$ cat config.mk
export PLATFORM = sky130hd
export DESIGN_NAME = ram_dma_engine
export DESIGN_NICKNAME = d
export VERILOG_FILES = /design/src/rtl/ram_dma_engine.sv
export SDC_FILE = /design/constraint.sdc
export NUM_CORES = 1
export LEC_CHECK = 0
export ABC_AREA = 1
export CAP_MARGIN = 20
export CELL_PAD_IN_SITES_DETAIL_PLACEMENT = 0
export CELL_PAD_IN_SITES_GLOBAL_PLACEMENT = 2
export CORE_ASPECT_RATIO = 1.5
export CORE_UTILIZATION = 26
export CTS_CLUSTER_DIAMETER = 150
export DETAILED_ROUTE_END_ITERATION = 8
export GPL_TIMING_DRIVEN = 0
export PLACE_DENSITY = 0.81
export SLEW_MARGIN = 10
export SYNTH_ARGS = -nofsm -noshare
export SYNTH_HDL_FRONTEND = slang
export SYNTH_SLANG_ARGS = --single-unit
$ cat constraint.sdc
create_clock -name clk -period 2.1 [get_ports clk]
set_clock_uncertainty 0.2 [all_clocks]
set_input_delay 0.525 -clock clk [delete_from_list [all_inputs] [get_ports clk]]
set_output_delay 0.525 -clock clk [all_outputs]
set_load 0.005 [all_outputs]
$ cat src/rtl/ram_dma_engine.sv
// ram_dma_engine
//
// Block-transfer initiator for one port of a single-port synchronous RAM.
// The RAM has registered read data with one cycle of read latency.
// On a start strobe in IDLE the engine runs one of two transfers:
//   - copy: moves len words from src to dst, taking 2 cycles per word (RD then WR);
//   - fill: writes a constant to len words starting at dst, 1 cycle per word.
// Both pointers wrap modulo 1<<A. A len of 0 goes straight to DONE and
// performs no RAM access.
//
// Ports
//   clk       in   clock; all state changes on posedge
//   reset_n   in   synchronous active-low reset
//   start     in   command strobe, sampled only in IDLE
//   mode      in   0 = copy, 1 = fill
//   src       in   [A-1:0] copy source start address
//   dst       in   [A-1:0] destination start address
//   len       in   [A:0]   transfer length in words, 0..(1<<A)
//   fill      in   [D-1:0] fill value
//   busy      out  high while a transfer is in progress
//   done      out  one-cycle completion pulse
//   mem_addr  out  [A-1:0] RAM address
//   mem_din   out  [D-1:0] RAM write data
//   mem_we    out  RAM write enable
//   mem_dout  in   [D-1:0] RAM registered read data
//
// Handshake: start is a level sampled on the posedge while the engine is
// in IDLE. It is ignored in every other state. Once a command is accepted,
// its fields are held in internal registers, so later changes on the
// inputs do not affect it. done is high for exactly one cycle, and busy is
// never high in that same cycle.

module ram_dma_engine #(
    parameter int A = 10,
    parameter int D = 8
) (
    input  logic         clk,
    input  logic         reset_n,
    input  logic         start,
    input  logic         mode,
    input  logic [A-1:0] src,
    input  logic [A-1:0] dst,
    input  logic [A:0]   len,
    input  logic [D-1:0] fill,
    output logic         busy,
    output logic         done,
    output logic [A-1:0] mem_addr,
    output logic [D-1:0] mem_din,
    output logic         mem_we,
    input  logic [D-1:0] mem_dout
);

    typedef enum logic [2:0] {
        S_IDLE = 3'd0,
        S_RD   = 3'd1,
        S_WR   = 3'd2,
        S_FILL = 3'd3,
        S_DONE = 3'd4
    } state_t;

    localparam logic [A:0] COUNT_ONE = {{A{1'b0}}, 1'b1};

    state_t       state;
    state_t       state_next;
    logic [A-1:0] src_ptr;
    logic [A-1:0] dst_ptr;
    logic [A:0]   count;
    logic [D-1:0] fill_q;

    // The copy/fill mode is not kept in a separate register. It is encoded
    // by the state that IDLE branches to: RD for a copy, FILL for a fill.
    always_ff @(posedge clk) begin
        if (!reset_n) begin
            state   <= S_IDLE;
            src_ptr <= '0;
            dst_ptr <= '0;
            count   <= '0;
            fill_q  <= '0;
        end else begin
            state <= state_next;
            case (state)
                S_IDLE: begin
                    if (start) begin
                        src_ptr <= src;
                        dst_ptr <= dst;
                        count   <= len;
                        fill_q  <= fill;
                    end
                end
                S_WR: begin
                    src_ptr <= src_ptr + 1'b1;
                    dst_ptr <= dst_ptr + 1'b1;
                    count   <= count - 1'b1;
                end
                S_FILL: begin
                    dst_ptr <= dst_ptr + 1'b1;
                    count   <= count - 1'b1;
                end
                default: begin
                end
            endcase
        end
    end

    always_comb begin
        state_next = state;
        busy       = 1'b0;
        done       = 1'b0;
        mem_we     = 1'b0;
        mem_addr   = '0;
        mem_din    = fill_q;
        case (state)
            S_IDLE: begin
                if (start) begin
                    if (len == '0) begin
                        state_next = S_DONE;
                    end else if (mode) begin
                        state_next = S_FILL;
                    end else begin
                        state_next = S_RD;
                    end
                end
            end
            S_RD: begin
                busy       = 1'b1;
                mem_addr   = src_ptr;
                state_next = S_WR;
            end
            S_WR: begin
                // The word addressed in RD arrives on mem_dout during this
                // cycle. It is passed straight through to the write port.
                busy       = 1'b1;
                mem_addr   = dst_ptr;
                mem_we     = 1'b1;
                mem_din    = mem_dout;
                state_next = (count == COUNT_ONE) ? S_DONE : S_RD;
            end
            S_FILL: begin
                busy       = 1'b1;
                mem_addr   = dst_ptr;
                mem_we     = 1'b1;
                state_next = (count == COUNT_ONE) ? S_DONE : S_FILL;
            end
            S_DONE: begin
                done       = 1'b1;
                state_next = S_IDLE;
            end
            default: begin
                state_next = S_IDLE;
            end
        endcase
    end

endmodule

# Word-level counts from Yosys, hierarchy flattened
# Cells that the tools add are included.
word_totals:
  register_bits: 42
  inputBits: 51
  out_inout_bits: 21
  elab_cells: 40
classes:
  add_sub_neg: 3
  eq_ne: 6
  mux: 17
  reduce_logical: 9
ops:
  columns: ["cell", "n"]
  rows:
  - ["case mux 10 bit (2 select lines)", 3]
  - ["case mux 11 bit (2 select lines)", 1]
  - ["adder 10 x 1 -> 10 bit, second input constant", 2]
  - ["2-to-1 mux 10 bit", 2]
  - ["2-to-1 mux 3 bit", 4]
  - ["case mux 3 bit (4 select lines)", 1]
  - ["equality test 11 x 1 -> 1 bit, second input constant", 1]
  - ["logical NOT 11 bit", 1]
  - ["2-to-1 mux 11 bit", 1]
  - ["subtractor 11 x 1 -> 11 bit, second input constant", 1]
  - ["2-to-1 mux 8 bit", 1]
  - ["equality test 3 x 2 -> 1 bit, second input constant", 2]
  - ["AND reduction 2 bit", 3]
  - ["nonzero test 2 bit", 2]
  - ["equality test 3 x 1 -> 1 bit, second input constant", 1]
  - ["equality test 3 bit, second input constant", 1]
  - ["logical NOT 3 bit", 1]
  - ["2-to-1 mux 1 bit", 3]
  - ["OR reduction 3 bit", 1]
  - ["2-to-1 mux 2 bit", 1]
  - ["!= test 2 bit, second input constant", 1]
  - ["OR reduction 2 bit", 1]

# Longest topological paths before layout
logic_depth:
  ltp_word: 4
  mapped_depth: 10
  mapped_depth_nobuf: 9

# Worst setup path after synthesis
# No wires, ideal clock.
synth_timing:
  path_kind: "reg-to-output"
  startpoint: "register state[1]"
  endpoint: "output port mem_addr[1]"
  arrival_time_ns: 1.021
  required_time_ns: 1.375
  path_slack_ns: 0.354
  path_stages_with_launch: 5
  path_buffers: 1
  cell_sequence: "dfxtp_1 inv_2 nor2_4 buf_2 a32o_1"
synth_between:
  elab_chain_cells: 3
  elab_cells_between_ends: 5
  cone_classes: "3 x eq/ne; 1 x mux; 1 x reduce/logical"
synth_rtl:
  columns: ["item", "line", "text"]
  rows:
  - ["start: declaration", "63", "state_t state;"]
  - ["start signal: assignment", "80", "state <= state_next;"]
  - ["equality test 3 x 2 -> 1 bit", "112", "case (state)"]
  - ["OR reduction 2 bit (no source line)", null, null]
  - ["case mux 10 bit (2 select lines) *", "112", null]
  - ["end: declaration", "47", "output logic [A-1:0] mem_addr,"]
# Mark *: on every way between the ends. The rest lies on a longest branch, timed or not.

# Final worst setup path
layout_timing:
  startpoint: "register state[2]"
  endpoint: "output port mem_din[4]"
layout_between:
  elab_chain_cells: 2
layout_rtl:
  columns: ["item", "line", "text"]
  rows:
  - ["equality test 3 x 2 -> 1 bit", "112", null]
  - ["2-to-1 mux 8 bit", "112", null]
  - ["end: declaration", "48", "output logic [D-1:0] mem_din,"]
# No other way between the ends.

==> flow_metrics.env <==
export IMPL_outcome="finished, violations left"
export IMPL_violations="setup timing"
export IMPL_io_pins=72
export IMPL_crit_path_end_kind="primary output"
export IMPL_r2r_slack_ns=0.36
export IMPL_startpoint_type="flip-flop"
export IMPL_critPathArrivalTime_ns=1.43
export IMPL_relSlewSlack_pct=55.6
export IMPL_synth_largest_area_cell="dfxtp_1"
export IMPL_ys_ff_latch=42
export IMPL_period_share_pct=103
export IMPL_clk_path_buf_depth=2
export IMPL_layout_setup_ws_ns=-0.0598
export IMPL_synth_top_area_share_pct=29.7
export IMPL_cts_sink_count=42
export IMPL_worst_pin_slew_ns=0.665
export IMPL_dieArea_mm2=0.0113
export IMPL_drt_iter0_drc=142
export IMPL_grtUsageTotal_pct=19.5
export IMPL_synth_area_leaders="dfxtp_1 30%, nand2_1 15%, nor2_1 8.6%"
export IMPL_vias_per_cell=4.58
export IMPL_hpwl_mm=7.53
export IMPL_hp_class="reg -> reg"
export IMPL_syn_inst=447
export IMPL_htree_levels=2
export IMPL_cts_tree="done"
export IMPL_synth_warnings=0
export IMPL_avgSynthCellArea_um2=6.32
export IMPL_r2r_end="dst_ptr[6]"
export IMPL_synth_cell_type_count=34
export IMPL_post_place_ws_ns=-0.385
export IMPL_maxCapViolCount=0
export IMPL_insertion_delay_ns=0.29
export IMPL_path_class="reg -> out"
export IMPL_cts_buffers=5
export IMPL_setup_violations=9
export IMPL_io_buffers=71
export IMPL_syn_area_mm2=0.00283
export IMPL_ys_seq_area_share_pct=29.7
export IMPL_sw_frac_of_total_pct=39.9
export IMPL_vias=3213
export IMPL_dp_cells=662
export IMPL_rows=46
export IMPL_hp_start="fill_q[1]"
export IMPL_crit_fanout=3
export IMPL_grt_start_max_net_pins=13
export IMPL_path_clk_slew_ns=0.06
export IMPL_nets=612
export IMPL_p_seq_share_pct=30.5
export IMPL_p_sw_uw=1490
export IMPL_grt_pass1_wl_mm=16.4
export IMPL_p_clk_share_pct=21.9
export IMPL_gp_congestion=0.793
export IMPL_setup_tns_ns=-0.267
export IMPL_core_mm2=0.0106
export IMPL_combPwrFrac_pct=47.6
export IMPL_synthToLayoutAreaGrowth_pct=47.4
export IMPL_cts_root_buffer="clkbuf_16"
export IMPL_diodes=0
export IMPL_power_density_mw_per_mm2=896
export IMPL_synth_fp_nets=502
export IMPL_die_h_um=130
export IMPL_firstDrtPassIters=4
export IMPL_wirelength_mm=10.5
export IMPL_worstPathRequired_ns=1.37
export IMPL_start_util_pct=26.7
export IMPL_max_freq_mhz=463
export IMPL_power_total_uw=3730
export IMPL_nFillCells=1196
export IMPL_p_int_uw=2240
export IMPL_hold_violations=0
export IMPL_drc_errors=0
export IMPL_holdPathStages=2
export IMPL_layout_drive_gt1_share_pct=20.6
export IMPL_wl_per_cell_um=14.9
export IMPL_rr_startpoint="state[1]"
export IMPL_dieWidth_um=87.1
export IMPL_r2r_cells=10
export IMPL_overflow=0
export IMPL_finalMaxSlewViolations=0
export IMPL_ant_nets=0
export IMPL_antenna_found_initial=0
export IMPL_grt_pass1_vias=3211
export IMPL_peakVddDrop_mv=0.357
export IMPL_holdPathEnd="fill_q[1]"
export IMPL_fin_crit_ns=2.16
export IMPL_p_leak_uw=0.00193
export IMPL_rsz0062_at_grt="true"
export IMPL_finalNonFillerCells=702
[power groups by stage]
stage | registers [uW] | logic, uW | clock network [uW]
after CTS | 1140 | 1740 | 832
final | 1140 | 1780 | 818
after global placement | 1140 | 1560 | 0
after detailed placement | 1150 | 1570 | 0
after global routing | 1160 | 1980 | 875
after floorplan | 1090 | 1020 | 0
[worst max path at each step]
stage          cells after the start  slack (ns)  startpoint     endpoint
3_5_place_dp                       5       -0.39    state[1]  mem_addr[1]
2_1_floorplan                      4        0.35    state[1]  mem_addr[1]
3_3_place_gp                       5       -0.38    state[1]  mem_addr[4]
6_report                           9       -0.06    state[2]   mem_din[4]
5_1_grt                            9       -0.13    state[2]   mem_din[3]
4_1_cts                            6       -0.13    state[1]  mem_addr[1]
[cells in the final DEF, fill, tap and decap left out, types with 17 or more instances in the layout]
cell type / synthesis / routed
a21oi_1: 22 / 22
buf_2: 3 / 17
buf_4: 3 / 25
buf_6: 7 / 18
clkdlybuf4s50_1: 0 / 50
dfxtp_1: 42 / 39
inv_1: 53 / 53
nand2_1: 114 / 106
nand3_1: 40 / 40
nor2_1: 65 / 65
o21ai_0: 39 / 27
[cell families (layout without fill, tap and decap cells)]
logic type,count (synthesis),after routing,share of synthesized area (%)
xor+xnor,3,3,0.930
simple gates,243,243,38.1
compound gates,80,80,15.8
buf+inv,75,186,13.7
flops,42,42,29.7
fa+ha+maj,4,4,1.77
[metal layers]
metal | global-route usage, % | wire length [um] | up-vias
li1 | - | - | 1663
met3 | 3.04 | 439 | 15
met2 | 36.8 | 5390 | 77
met5 | 0 | 0 | -
met1 | 21.4 | 4330 | 1458
met4 | 8.00 | 313 | 0
[cell type report]
| type | instances | area, um2 | area share, % |
|---|---|---|---|
| sequential | 42 | 852 | 20.5 |
| clock buffer | 7 | 143 | 3.42 |
| inverter | 57 | 226 | 5.44 |
| clock inverter | 1 | 5.00 | 0.120 |
| multi-input combinational | 330 | 1680 | 40.2 |
| timing repair buffer | 105 | 922 | 22.1 |
| buffer | 16 | 163 | 3.90 |
| tap | 144 | 180 | 4.32 |
[synthesized netlist by cell type (all sizes together)]
cell type and count:
or2 2, a21oi 23, o22ai 3, inv 57, nand2 118, clkbuf 3
a32o 4, nand3 41, nand3b 1, ha 4, o211ai 3, dfxtp 42
nand4 4, buf 15, a31oi 4, nor2 71, nor3 6, xor2 3
o21ai 43
[stage by stage]
step / instance area (um2) / util (%) / hold WS, ns
after CTS: 4120 / 38.9 / 0.252
after global placement: 3720 / 35.1 / 0.236
after global routing: 4170 / 39.3 / 0.279
final: 4170 / 39.3 / 0.258
after detailed placement: 3720 / 35.1 / 0.242
after floorplan: 2830 / - / 0.225
[worst max-delay path: stages, from the launching register on]
cell and delay [ns]:
dfxtp_4 0.37, inv_4 0.07, nand2_4 0.05, nor2_4 0.13, buf_6 0.13, buf_6 0.09
buf_6 0.09, nand2_1 0.04, o21ai_1 0.06, buf_2 0.12
[sequential cells by signal (all words and copies together) (netlist names)]
signal   cells
state        3
count       11
dst_ptr     10
fill_q       8
src_ptr     10
[repair_timing]
item | in CTS | in global routing
gates resized for setup | 110 | 25
cloned | 1 | 0
pin swaps | 2 | 7
hold buffers | 0 | 0
endpoints found under the setup margin | 25 | 21
endpoints found under the hold margin | 0 | 0
setup buffers | 28 | 8
Power figures use the tool's default switching activity.
